===== src/rtl/ones_stream_accumulator_pkg.sv =====
// Shared types, widths and saturating arithmetic for the ones-count stream stage.
// The popcount width and nibble width are fixed by the upstream counter.
package ones_pkg;

  typedef enum logic {
    ACCUM = 1'b0,
    HOLD  = 1'b1
  } state_t;

  localparam int unsigned PC_W     = 3;
  localparam int unsigned NIBBLE_W = 4;

  // Returns {clamped, sum}; the sum never exceeds 2^w-1, so no wrap-around can occur.
  function automatic logic [32:0] sat_add(input logic [31:0] a,
                                          input logic [31:0] b,
                                          input int unsigned w);
    logic [32:0] s;
    logic [31:0] maxv;
    maxv = (32'd1 << w) - 32'd1;
    s    = {1'b0, a} + {1'b0, b};
    if (s > {1'b0, maxv}) begin
      return {1'b1, maxv};
    end
    return {1'b0, s[31:0]};
  endfunction

endpackage


===== src/rtl/ones_stream_accumulator_if.sv =====
// Nibble input stream and frame-result output stream of the ones accumulator.
// The master side feeds nibbles and consumes results; the slave side is the accumulator.
interface ones_stream_accumulator_if
  import ones_pkg::*;
#(
  parameter int unsigned CNT_W  = 8,
  parameter int unsigned BEAT_W = 6
);

  logic                in_valid;
  logic                in_ready;
  logic [NIBBLE_W-1:0] in_data;
  logic                in_last;
  logic                out_valid;
  logic                out_ready;
  logic [CNT_W-1:0]    out_count;
  logic [BEAT_W-1:0]   out_beats;
  logic                out_overflow;

  modport master (
    output in_valid, in_data, in_last, out_ready,
    input  in_ready, out_valid, out_count, out_beats, out_overflow
  );

  modport slave (
    input  in_valid, in_data, in_last, out_ready,
    output in_ready, out_valid, out_count, out_beats, out_overflow
  );

endinterface


===== src/rtl/ones_stream_accumulator_popcount.sv =====
// Combinational population count of a single nibble (0..4 set bits).
// Adds no latency to the accumulator datapath.
module bitwise_ones_counter
  import ones_pkg::*;
(
  input  logic [NIBBLE_W-1:0] In,
  output logic [PC_W-1:0]     out
);

  always_comb begin
    out = {2'b00, In[0]} + {2'b00, In[1]} + {2'b00, In[2]} + {2'b00, In[3]};
  end

endmodule


===== src/rtl/ones_stream_accumulator.sv =====
// Accumulates per-nibble popcounts over a frame and hands the saturating totals,
// beat count and overflow flag to the next stage on a valid/ready output.
module ones_stream_accumulator
  import ones_pkg::*;
#(
  parameter int unsigned CNT_W  = 8,
  parameter int unsigned BEAT_W = 6
)(
  input  logic                    clk,
  input  logic                    rst,
  ones_stream_accumulator_if.slave s
);

  state_t              state;
  logic                in_ready_r;
  logic                out_valid_r;
  logic [CNT_W-1:0]    acc;
  logic [BEAT_W-1:0]   beat_acc;
  logic                ovf_acc;
  logic [CNT_W-1:0]    out_count_r;
  logic [BEAT_W-1:0]   out_beats_r;
  logic                out_overflow_r;

  logic [PC_W-1:0]     pc;
  logic [32:0]         cnt_sum;
  logic [32:0]         beat_sum;
  logic [CNT_W-1:0]    acc_nxt;
  logic [BEAT_W-1:0]   beat_nxt;
  logic                ovf_nxt;
  logic                accept;
  logic                unused_hi;

  bitwise_ones_counter u_pc (
    .In  (s.in_data),
    .out (pc)
  );

  // Next-beat totals, including the beat being offered this cycle.
  always_comb begin
    cnt_sum  = sat_add(32'(acc), 32'(pc), CNT_W);
    beat_sum = sat_add(32'(beat_acc), 32'd1, BEAT_W);
    acc_nxt  = cnt_sum[CNT_W-1:0];
    beat_nxt = beat_sum[BEAT_W-1:0];
    ovf_nxt  = ovf_acc | cnt_sum[32] | beat_sum[32];
    accept   = s.in_valid && in_ready_r;
  end

  assign unused_hi = ^{cnt_sum[31:CNT_W], beat_sum[31:BEAT_W]};

  always_ff @(posedge clk or posedge rst) begin
    if (rst) begin
      state          <= ACCUM;
      in_ready_r     <= 1'b1;
      out_valid_r    <= 1'b0;
      acc            <= '0;
      beat_acc       <= '0;
      ovf_acc        <= 1'b0;
      out_count_r    <= '0;
      out_beats_r    <= '0;
      out_overflow_r <= 1'b0;
    end else begin
      case (state)
        ACCUM: begin
          if (accept) begin
            if (s.in_last) begin
              out_count_r    <= acc_nxt;
              out_beats_r    <= beat_nxt;
              out_overflow_r <= ovf_nxt;
              acc            <= '0;
              beat_acc       <= '0;
              ovf_acc        <= 1'b0;
              state          <= HOLD;
              in_ready_r     <= 1'b0;
              out_valid_r    <= 1'b1;
            end else begin
              acc      <= acc_nxt;
              beat_acc <= beat_nxt;
              ovf_acc  <= ovf_nxt;
            end
          end
        end
        HOLD: begin
          // Input stays blocked for the whole hold, giving the per-frame bubble.
          if (s.out_ready) begin
            state       <= ACCUM;
            in_ready_r  <= 1'b1;
            out_valid_r <= 1'b0;
          end
        end
        default: begin
          state       <= ACCUM;
          in_ready_r  <= 1'b1;
          out_valid_r <= 1'b0;
        end
      endcase
    end
  end

  assign s.in_ready     = in_ready_r;
  assign s.out_valid    = out_valid_r;
  assign s.out_count    = out_count_r;
  assign s.out_beats    = out_beats_r;
  assign s.out_overflow = out_overflow_r;

endmodule

===== src/flat_wrapper.sv =====
// flat-port wrapper written by rule: the top's interface ports become plain ports
module ones_stream_accumulator_flat import ones_pkg::*;
#(
  parameter int unsigned CNT_W  = 8,
  parameter int unsigned BEAT_W = 6
)
  (clk, rst, s_in_valid, s_in_data, s_in_last, s_out_ready, s_in_ready, s_out_valid, s_out_count, s_out_beats, s_out_overflow);
  ones_stream_accumulator_if #(.CNT_W(CNT_W), .BEAT_W(BEAT_W)) s_i ();
  input  logic clk;
  input  logic rst;
  input wire logic [$bits(s_i.in_valid)-1:0] s_in_valid;
  input wire logic [$bits(s_i.in_data)-1:0] s_in_data;
  input wire logic [$bits(s_i.in_last)-1:0] s_in_last;
  input wire logic [$bits(s_i.out_ready)-1:0] s_out_ready;
  output wire logic [$bits(s_i.in_ready)-1:0] s_in_ready;
  output wire logic [$bits(s_i.out_valid)-1:0] s_out_valid;
  output wire logic [$bits(s_i.out_count)-1:0] s_out_count;
  output wire logic [$bits(s_i.out_beats)-1:0] s_out_beats;
  output wire logic [$bits(s_i.out_overflow)-1:0] s_out_overflow;
  assign s_i.in_valid = s_in_valid;
  assign s_i.in_data = s_in_data;
  assign s_i.in_last = s_in_last;
  assign s_i.out_ready = s_out_ready;
  assign s_in_ready = s_i.in_ready;
  assign s_out_valid = s_i.out_valid;
  assign s_out_count = s_i.out_count;
  assign s_out_beats = s_i.out_beats;
  assign s_out_overflow = s_i.out_overflow;
  ones_stream_accumulator #(.CNT_W(CNT_W), .BEAT_W(BEAT_W)) u_core (.clk(clk), .rst(rst), .s(s_i));
endmodule

===== config.mk =====
export PLATFORM = sky130hd
export DESIGN_NAME = ones_stream_accumulator_flat
export DESIGN_NICKNAME = d
export VERILOG_FILES = /design/src/rtl/ones_stream_accumulator_pkg.sv /design/src/rtl/ones_stream_accumulator_if.sv /design/src/rtl/ones_stream_accumulator_popcount.sv /design/src/rtl/ones_stream_accumulator.sv /design/src/flat_wrapper.sv
export SDC_FILE = /design/constraint.sdc
export NUM_CORES = 1
export LEC_CHECK = 0
export ABC_AREA = 0
export CORE_MARGIN = 5
export CORE_UTILIZATION = 48
export DETAILED_ROUTE_END_ITERATION = 10
export PLACE_DENSITY = 0.75
export SLEW_MARGIN = 40
export SYNTH_ARGS = -nofsm -noshare
export SYNTH_HDL_FRONTEND = slang
export SYNTH_SLANG_ARGS = --single-unit
export TNS_END_PERCENT = 30

===== constraint.sdc =====
create_clock -name clk -period 1.9 [get_ports clk]
set_input_delay 0.19 -clock clk [delete_from_list [all_inputs] [get_ports clk]]
set_output_delay 0.19 -clock clk [all_outputs]
set_load 0.01 [all_outputs]

==> summary.txt, run 1 <==
Mapped Area: 0.001763 mm2
Clk pwr share: 16.9%
global-route wire length before repair: 6.665 mm
initial core utilization: 48.89%
per-cell routed wire length: 13.81 um
die width: 70.61 um
top_reg_cell synth: dfrtp_1
Worst Setup Slack, final: -0.4730 ns
leakage: 1.041 nW
Layout Skew: 0.009971 ns
Worst-path clk slew: 0.08 ns
Crit Path Category: in -> reg
share of cells above drive strength 1: 25.96%
I/O pin total: 26
Worst Path Required: 2.08 ns
Place WS: -1.240 ns
Clk Latency, worst-skew pair: 0.29 ns
RSZ-0062 raised after global routing: true
total track usage: 16.85%
relative slew slack: 69.45%
H-tree depth: 2
fmax: 421.4 MHz
I/O Buffers: 25
sw frac: 36.06%
Pwr Density: 1301 mW/mm2
initial DRC count: 73
Max Transition Viols Final: 0
largest net degree at the start of global routing: 34
max cap viols: 0
post-DP HPWL: 2.695 mm
Area Overhead vs Synth: 36.27%
asr flop ratio synth: 100.0%
P_sw: 1.127 mW
via/cell ratio: 5.339
hold_ws: 0.2776 ns
status: complete, but fails checks
cts hold-fix bufs: 0
Worst Setup Start Kind: input pin
Seq/Total Area, Yosys: 46.91%
Yosys top cell by area: dfrtp_1
placed cell areas: 0.002162 mm2
commonest cells in the netlist: 32 x dfrtp_1, 22 x nor2_1, 19 x nand2_1
failing checks: negative setup slack
crit path DAT: 2.55 ns
count of different cell masters after synthesis: 40
Post-synth EDFFs: 0
RD Place Congestion: 0.8628
CP Capture Type: flip-flop
setup violators final: 18
Tmin final: 2.373 ns
antenna violations before repair: 0
Synth area leaders: dfrtp_1 45%, ha_1 5.0%, nor2_1 4.7%
global route overflow: 0
post-layout net count: 252
TritonRoute pass-1 iters: 4
CTS sink cnt: 33
# DRC: 0
Yosys top cell area share: 45.42%
CTS tree: yes
clk root buf: clkbuf_8
period utilisation layout: 124.9%
Core ar.: 0.003606 mm2
CTS Buf Count: 5
syn nets: 208
Power Internal: 1.998 mW
Routed Antenna Nets: 0
cell area after layout: 0.002402 mm2
vias in the first global route: 1474
syn_area_per_cell: 9.279 um2
most common cell in the netlist: dfrtp_1
HP Class: in -> async
final number of hold-violating endpoints: 0
power share of the combinational group: 45.9%
Die ar.: 0.004985 mm2
Die Ht: 70.61 um
row count: 22
crit-path max FO: 3
synth warn: 0
final WL: 3.907 mm
vias: 1511
maximum vdd drop: 0.0007758 V
ANT cells: 0
flops & latches, synth: 33
setup tns final: -6.906 ns
overall power: 3.125 mW
Sequential Power Share: 37.2%
Mapped Cells: 190
Clock Tree Buf Depth: 2
Slew @ Worst Pin: 0.4547 ns
## layout make-up
class / count / area [um2]
flip-flops and latches: 33 / 829.5
multi-input cells: 135 / 962.2
clock inverters: 3 / 17.52
well taps: 48 / 60.06
fillers: 281 / 1204
repair buffers: 46 / 415.4
inverters: 13 / 48.80
clock buffers: 5 / 68.82
## per-layer routing
layer  global-route usage [%]  wire length, um
met5                        0                0
met2                    26.61             1948
met3                    4.545              176
met1                    21.86             1714
met4                    7.307               68
## critical path: stages
cell,delay [ns]
buf_6,0.09
ha_4,0.25
inv_2,0.03
fa_1,0.42
inv_1,0.07
ha_2,0.18
inv_2,0.04
fa_2,0.33
and2b_1,0.23
nor2_2,0.06
buf_4,0.13
nor3b_2,0.16
buf_4,0.16
a31o_1,0.16
a21oi_2,0.05
## sequential cells by signal (all words and copies together), names as in the netlist
register	flops
u_core.s.out_overflow	1
u_core.s.out_valid	1
u_core.s.out_count	8
u_core.state	1
u_core.ovf_acc	1
u_core.acc	8
u_core.beat_acc	6
u_core.s.in_ready	1
u_core.s.out_beats	6
## stage by stage
stage | util [%] | instances
after global routing | 66.62 | 283
after global placement | 59.96 | 269
after floorplan | - | 190
after detailed placement | 59.96 | 269
after CTS | 64.99 | 281
final | 66.62 | 283
## power by group through the flow
stage               Sequential, mW  Combinational (mW)  Clock, mW
CTS                           1.16                1.35      0.538
floorplan                     1.22               0.606          0
finish                        1.16                1.43      0.528
global placement              1.16                1.27          0
detailed placement            1.17                1.29          0
global route                  1.20                1.58      0.572
## placed cells by master (no fill, tap or decap), drive strengths merged, types with 2 or more instances in the layout
cell type      netlist  layout
clkinv               0       2
dlygate4sd2          0       2
o21ai               12      12
a21oi               15      15
clkbuf               6       5
a31oi               13      13
a22o                 2       2
o31ai                2       2
xnor2                5       5
buf                  3      23
and4                 2       2
and3                 2       2
clkdlybuf4s50        0      21
a31o                 2       2
xor2                 3       3
nand2               19      19
nor3                 4       4
nor2b                3       3
dfrtp               32      32
ha                   7       7
nand3                4       4
nor2                22      22
inv                 13      13
and2                 2       2
o22a                 2       2
fa                   2       2
## repair_timing
action | CTS | global route
gates resized for setup | 27 | 11
pin swaps | 15 | 7
setup buffers | 4 | 2
setup endpoints to repair | 20 | 28
## worst paths after layout
check / to / start / cells after the start / slack, ns
min in group clk: u_core.s.out_valid / u_core.s.out_valid / 2 / 0.47
worst min register to register: u_core.s.out_valid / u_core.s.out_valid / 2 / 0.47
worst max register to register: u_core.acc[6] / u_core.acc[0] / 10 / -0.09
max in group asynchronous: u_core.s.in_ready / rst / 3 / 1.28
worst min-delay path: u_core.s.out_count[5] / rst / 3 / 0.28
worst max-delay path: u_core.acc[6] / s_in_data[0] / 15 / -0.47
## cell families (layout without fill, tap and decap cells)
logic type	after synthesis	after routing	share of synthesized area [%]
AO/OA/AOI/OAI	53	53	19.02
XOR/XNOR	8	8	3.975
adder cells (fa/ha/maj)	9	9	7.239
buffers and inverters	22	67	5.252
flip-flops	33	33	46.91
multiplexers	1	1	0.5678
AND/OR/NAND/NOR	64	64	17.04
(Power assumes the default switching activity.)
==> inputs of run 2 (changes only) <==
--- a/config.mk
+++ b/config.mk
@@ -10,8 +10,10 @@
 export CORE_UTILIZATION = 48
 export DETAILED_ROUTE_END_ITERATION = 10
 export PLACE_DENSITY = 0.75
+export REMOVE_ABC_BUFFERS = 1
 export SLEW_MARGIN = 40
 export SYNTH_ARGS = -nofsm -noshare
 export SYNTH_HDL_FRONTEND = slang
+export SYNTH_HIERARCHICAL = 1
 export SYNTH_SLANG_ARGS = --single-unit
 export TNS_END_PERCENT = 30
==> run 2 against run 1 <==
The run still ends with negative setup slack left. Sequential share of layout area down 1.4 points. Wire length up 14%. Power increased by 3.1%. Count of clock-buffer cells in the layout rose by 3. Clock power is 5.1% higher. Via count is 3.0% higher. Global-route usage increased by 1.5 points. Critical endpoint is now u_core/s.out_count[7]. Highest routed layer unchanged.
==> summary.txt, run 2 <==
Yosys top cell area share: 44.88%
Synth area leaders: dfrtp_1 45%, ha_1 4.9%, a31oi_2 4.2%
H-tree depth: 2
cell family with most CP delay: adder cells
Yosys top cell by area: dfrtp_1
status: complete, but fails checks
Reg2Reg Capture Point: u_core/s.out_overflow
vias: 1556
Layout Skew: 0.007363 ns
CTS Buf Count: 5
initial core utilization: 49.10%
flops & latches, synth: 33
period utilisation layout: 115.8%
total track usage: 18.39%
Clock Tree Buf Depth: 2
Die ar.: 0.005037 mm2
CTS sink cnt: 33
per-cell routed wire length: 16.14 um
TritonRoute pass-1 iters: 4
antenna violations before repair: 0
I/O Buffers: 25
setup tns final: -4.191 ns
crit path from: s_in_data[3]
Mapped Cells: 185
row count: 22
share of cells above drive strength 1: 31.44%
final WL: 4.470 mm
Slew @ Worst Pin: 0.4371 ns
P_sw: 1.208 mW
crit-path max FO: 4
crit path DAT: 2.38 ns
Reg2Reg Setup Slack: 0.08 ns
commonest non-fill, non-tap cell in the layout: dfrtp_1
post-layout net count: 246
Max Transition Viols Final: 0
Reg2Reg Depth: 7
setup violators final: 18
largest net degree at the start of global routing: 34
die width: 70.97 um
hold_ws: 0.2922 ns
final number of hold-violating endpoints: 0
Clk Latency, worst-skew pair: 0.29 ns
placed cell areas: 0.002201 mm2
Area Overhead vs Synth: 40.18%
count of different cell masters after synthesis: 40
most common cell in the netlist: dfrtp_1
slowest cell delay on critical path: 0.54 ns
Worst Setup Start Kind: input pin
asr flop ratio synth: 100.0%
commonest cells in the netlist: 32 x dfrtp_1, 17 x nand2_1, 16 x nor2_1
Pwr Density: 1288 mW/mm2
Tmin final: 2.200 ns
placed cells: 267
CP Capture Type: flip-flop
HP Class: in -> async
Post-synth EDFFs: 0
relative slew slack: 70.86%
Core ar.: 0.003633 mm2
global route overflow: 0
Clk pwr share: 17.2%
global-route wire length before repair: 7.320 mm
leakage: 1.052 nW
Seq/Total Area, Yosys: 46.35%
Crit Path Category: in -> reg
I/O pin total: 26
syn_area_per_cell: 9.644 um2
Routed Antenna Nets: 0
Worst-path clk slew: 0.07 ns
Non-Filler Instances: 277
maximum vdd drop: 0.0006993 V
Worst Setup Slack, final: -0.2998 ns
max cap viols: 0
worst-path cell chain: buf_6 -> inv_2 -> fa_1 -> inv_2 -> ha_4 -> ha_4 -> ha_4 -> a21o_1 -> a21o_1 -> a31o_2 -> a22o_1
power share of the combinational group: 46.8%
RD Place Congestion: 0.8765
vias in the first global route: 1541
top_reg_cell synth: dfrtp_1
Die Ht: 70.97 um
initial DRC count: 136
Place WS: -1.265 ns
slowest CP cell: fa_1
Sequential Power Share: 36.0%
Mapped Area: 0.001784 mm2
# DRC: 0
cell area after layout: 0.002501 mm2
R2R Path Start: u_core/beat_acc[0]
sw frac: 37.49%
Worst Path Required: 2.08 ns
via/cell ratio: 5.617
RSZ-0062 raised after global routing: true
synth warn: 6
CP bufs+invs: 3
Power Internal: 2.014 mW
overall power: 3.222 mW
CTS tree: yes
ANT cells: 0
post-DP HPWL: 2.934 mm
failing checks: negative setup slack
Finished Core Util: 68.84%
clk root buf: clkbuf_8
most used cell, CP: ha_4
commonest cells after routing, fill and taps aside: 31 x dfrtp_1, 22 x clkdlybuf4s50_1, 21 x buf_4
fmax: 454.6 MHz
==> run 2: layout make-up <==
class / instances / area [um2]
clock buffers: 8 / 90.09
repair buffers: 47 / 419.2
flip-flops and latches: 33 / 828.3
multi-input cells: 131 / 1066
fillers: 275 / 1132
inverters: 10 / 37.54
well taps: 48 / 60.06
==> run 2: layer usage <==
metal  vias up  global-route usage, %  wire length, um
li1        753                      -                -
met5         -                      0                0
met1       740                  22.70             1964
met2        47                  30.28             2195
met3        16                  4.261              188
met4         0                  8.768              122
==> run 2: logic make-up (layout without fill, tap and decap cells) <==
| family | Yosys count | in the layout | share of synthesized area, % |
|---|---|---|---|
| adder cells (fa/ha/maj) | 9 | 9 | 7.153 |
| flip-flops | 33 | 33 | 46.35 |
| buffers and inverters | 21 | 65 | 5.259 |
| AND/OR/NAND/NOR | 53 | 53 | 13.96 |
| AO/OA/AOI/OAI | 64 | 64 | 24.82 |
| XOR/XNOR | 5 | 5 | 2.455 |
==> run 2: worst max path at each step <==
stage | cells past startpoint | slack, ns | end
after global placement | 11 | -1.23 | u_core/acc[3]
after global routing | 12 | -0.37 | u_core/s.out_count[5]
after floorplan | 10 | -0.67 | u_core/acc[3]
after detailed placement | 11 | -1.26 | u_core/acc[3]
after CTS | 11 | -0.27 | u_core/s.out_count[7]
final | 11 | -0.30 | u_core/s.out_count[7]
==> run 2: tightest hold or removal path, stage by stage <==
cell,delay (ns)
clkdlybuf4s50_1,0.40
inv_1,0.05
buf_4,0.37
==> run 2: power by group through the flow <==
stage	clock (mW)	combinational, mW	sequential [mW]
floorplan	0	0.612	1.20
global placement	0	1.25	1.13
detailed placement	0	1.30	1.15
global route	0.599	1.64	1.20
CTS	0.565	1.43	1.15
finish	0.555	1.51	1.16
==> run 2: what timing repair did <==
action | 4_1_cts | 5_1_grt
hold buffers | 0 | 0
pin swaps | 22 | 19
endpoints found under the setup margin | 18 | 26
setup buffers | 2 | 0
gates cloned | 0 | 0
resized for setup | 35 | 19
==> inputs of run 3 (changes only) <==
--- a/config.mk
+++ b/config.mk
@@ -16,4 +16,4 @@
 export SYNTH_HDL_FRONTEND = slang
 export SYNTH_HIERARCHICAL = 1
 export SYNTH_SLANG_ARGS = --single-unit
-export TNS_END_PERCENT = 30
+export TNS_END_PERCENT = 10
==> run 3 against run 2 <==
The flow still finishes with violations (negative setup slack). Global-route usage unchanged. Fmax decreased by 0.11%. Final cell count unchanged. Utilization decreased by 0.59 points. Combinational power about the same. Die area unchanged. Count of clock-buffer cells in the layout unchanged. Clock skew decreased by 0.0014 ns. Critical path depth unchanged. Sequential share of layout area increased by 0.28 points. Critical endpoint is now u_core/acc[3]. Largest cell class unchanged.
==> summary.txt, run 3 (synthesized netlist as in run 2, its figures left out) <==
status: complete, but fails checks
failing checks: negative setup slack
TritonRoute pass-1 iters: 4
CP Capture Type: flip-flop
Tmin final: 2.202 ns
final number of hold-violating endpoints: 0
hold_ws: 0.2947 ns
total track usage: 18.39%
final WL: 4.411 mm
I/O Buffers: 25
Clk pwr share: 17.1%
row count: 22
RD Place Congestion: 0.8765
Pwr Density: 1298 mW/mm2
Die Ht: 70.97 um
H-tree depth: 2
period utilisation layout: 115.9%
power share of the combinational group: 46.8%
initial core utilization: 49.10%
CTS sink cnt: 33
via/cell ratio: 5.679
Slew @ Worst Pin: 0.4295 ns
# DRC: 0
post-DP HPWL: 2.934 mm
Power Internal: 2.018 mW
setup violators final: 18
Layout fillers: 279
Crit Path Category: in -> reg
Area Overhead vs Synth: 38.99%
clk root buf: clkbuf_8
Non-Filler Instances: 277
global route overflow: 0
antenna violations before repair: 0
placed cells: 267
Worst Setup Start Kind: input pin
crit path DAT: 2.37 ns
max cap viols: 0
Die ar.: 0.005037 mm2
Clock Tree Buf Depth: 2
CTS tree: yes
ANT cells: 0
die width: 70.97 um
fmax: 454.1 MHz
CTS Buf Count: 5
Finished Core Util: 68.25%
commonest cells after routing, fill and taps aside: 31 x dfrtp_1, 22 x clkdlybuf4s50_1, 21 x buf_4
initial DRC count: 120
Worst Path Required: 2.07 ns
Clk Latency, worst-skew pair: 0.29 ns
Core ar.: 0.003633 mm2
vias in the first global route: 1569
Layout Skew: 0.005922 ns
Worst-path clk slew: 0.07 ns
Sequential Power Share: 36.1%
largest net degree at the start of global routing: 34
P_sw: 1.202 mW
RSZ-0062 raised after global routing: true
sw frac: 37.34%
relative slew slack: 71.37%
Routed Antenna Nets: 0
I/O pin total: 26
share of cells above drive strength 1: 30.13%
Place WS: -1.265 ns
leakage: 1.048 nW
Worst Setup Slack, final: -0.3022 ns
crit-path max FO: 4
post-layout net count: 246
HP Class: in -> async
per-cell routed wire length: 15.92 um
global-route wire length before repair: 7.348 mm
vias: 1573
Reg2Reg Setup Slack: 0.07 ns
commonest non-fill, non-tap cell in the layout: dfrtp_1
Max Transition Viols Final: 0
Reg2Reg Depth: 7
maximum vdd drop: 0.0006983 V
## run 3: path summary, 6_finish.rpt
kind / startpoint / end
hold / removal: rst / u_core/s.out_beats[4]
hold reg to reg: u_core/s.out_valid / u_core/s.out_valid
setup reg to reg: u_core/beat_acc[0] / u_core/s.out_overflow
min in group clk: s_out_ready / u_core/s.in_ready
max in group asynchronous: rst / u_core/s.in_ready
setup / recovery: s_in_data[3] / u_core/acc[3]
## run 3: per-layer routing
metal / wire, um / vias up / track usage, %
met2: 2193 / 50 / 30.48
li1: - / 751 / -
met1: 1909 / 764 / 22.70
met5: 0 / - / 0
met4: 91 / 0 / 8.559
met3: 216 / 8 / 4.119
## run 3: area by class of cell
class                   instances  area [um2]  area share (%)
repair buffers                 47       419.2           16.90
clock buffers                   8       90.09           3.633
multi-input cells             131        1045           42.13
well taps                      48       60.06           2.422
flip-flops and latches         33       828.3           33.40
inverters                      10       37.54           1.514
## run 3: critical path: stages
cell	delay, ns
buf_6	0.07
inv_2	0.03
fa_1	0.54
inv_2	0.05
ha_4	0.15
ha_4	0.23
fa_2	0.41
a21oi_4	0.21
or3_4	0.18
a31oi_2	0.10
o22a_1	0.21
## run 3: stage by stage
step,area (um2),setup TNS [ns],power (mW)
after floorplan,1728,-10.25,1.813
after global placement,2201,-21.11,2.383
after detailed placement,2201,-21.71,2.446
after CTS,2416,-3.935,3.118
after global routing,2480,-5.419,3.440
final,2480,-4.174,3.220
## run 3: what timing repair did
action,in CTS,in global routing
setup endpoints to repair,18,26
buffers inserted,2,0
cloned,0,0
pin swaps,20,16
resized for setup,33,19
hold buffers,0,0
## run 3: power by group through the flow
| stage | logic (mW) | clock network, mW | registers, mW |
|---|---|---|---|
| floorplan | 0.612 | 0 | 1.20 |
| global placement | 1.25 | 0 | 1.13 |
| detailed placement | 1.30 | 0 | 1.15 |
| CTS | 1.40 | 0.565 | 1.15 |
| global route | 1.64 | 0.599 | 1.20 |
| finish | 1.51 | 0.551 | 1.16 |
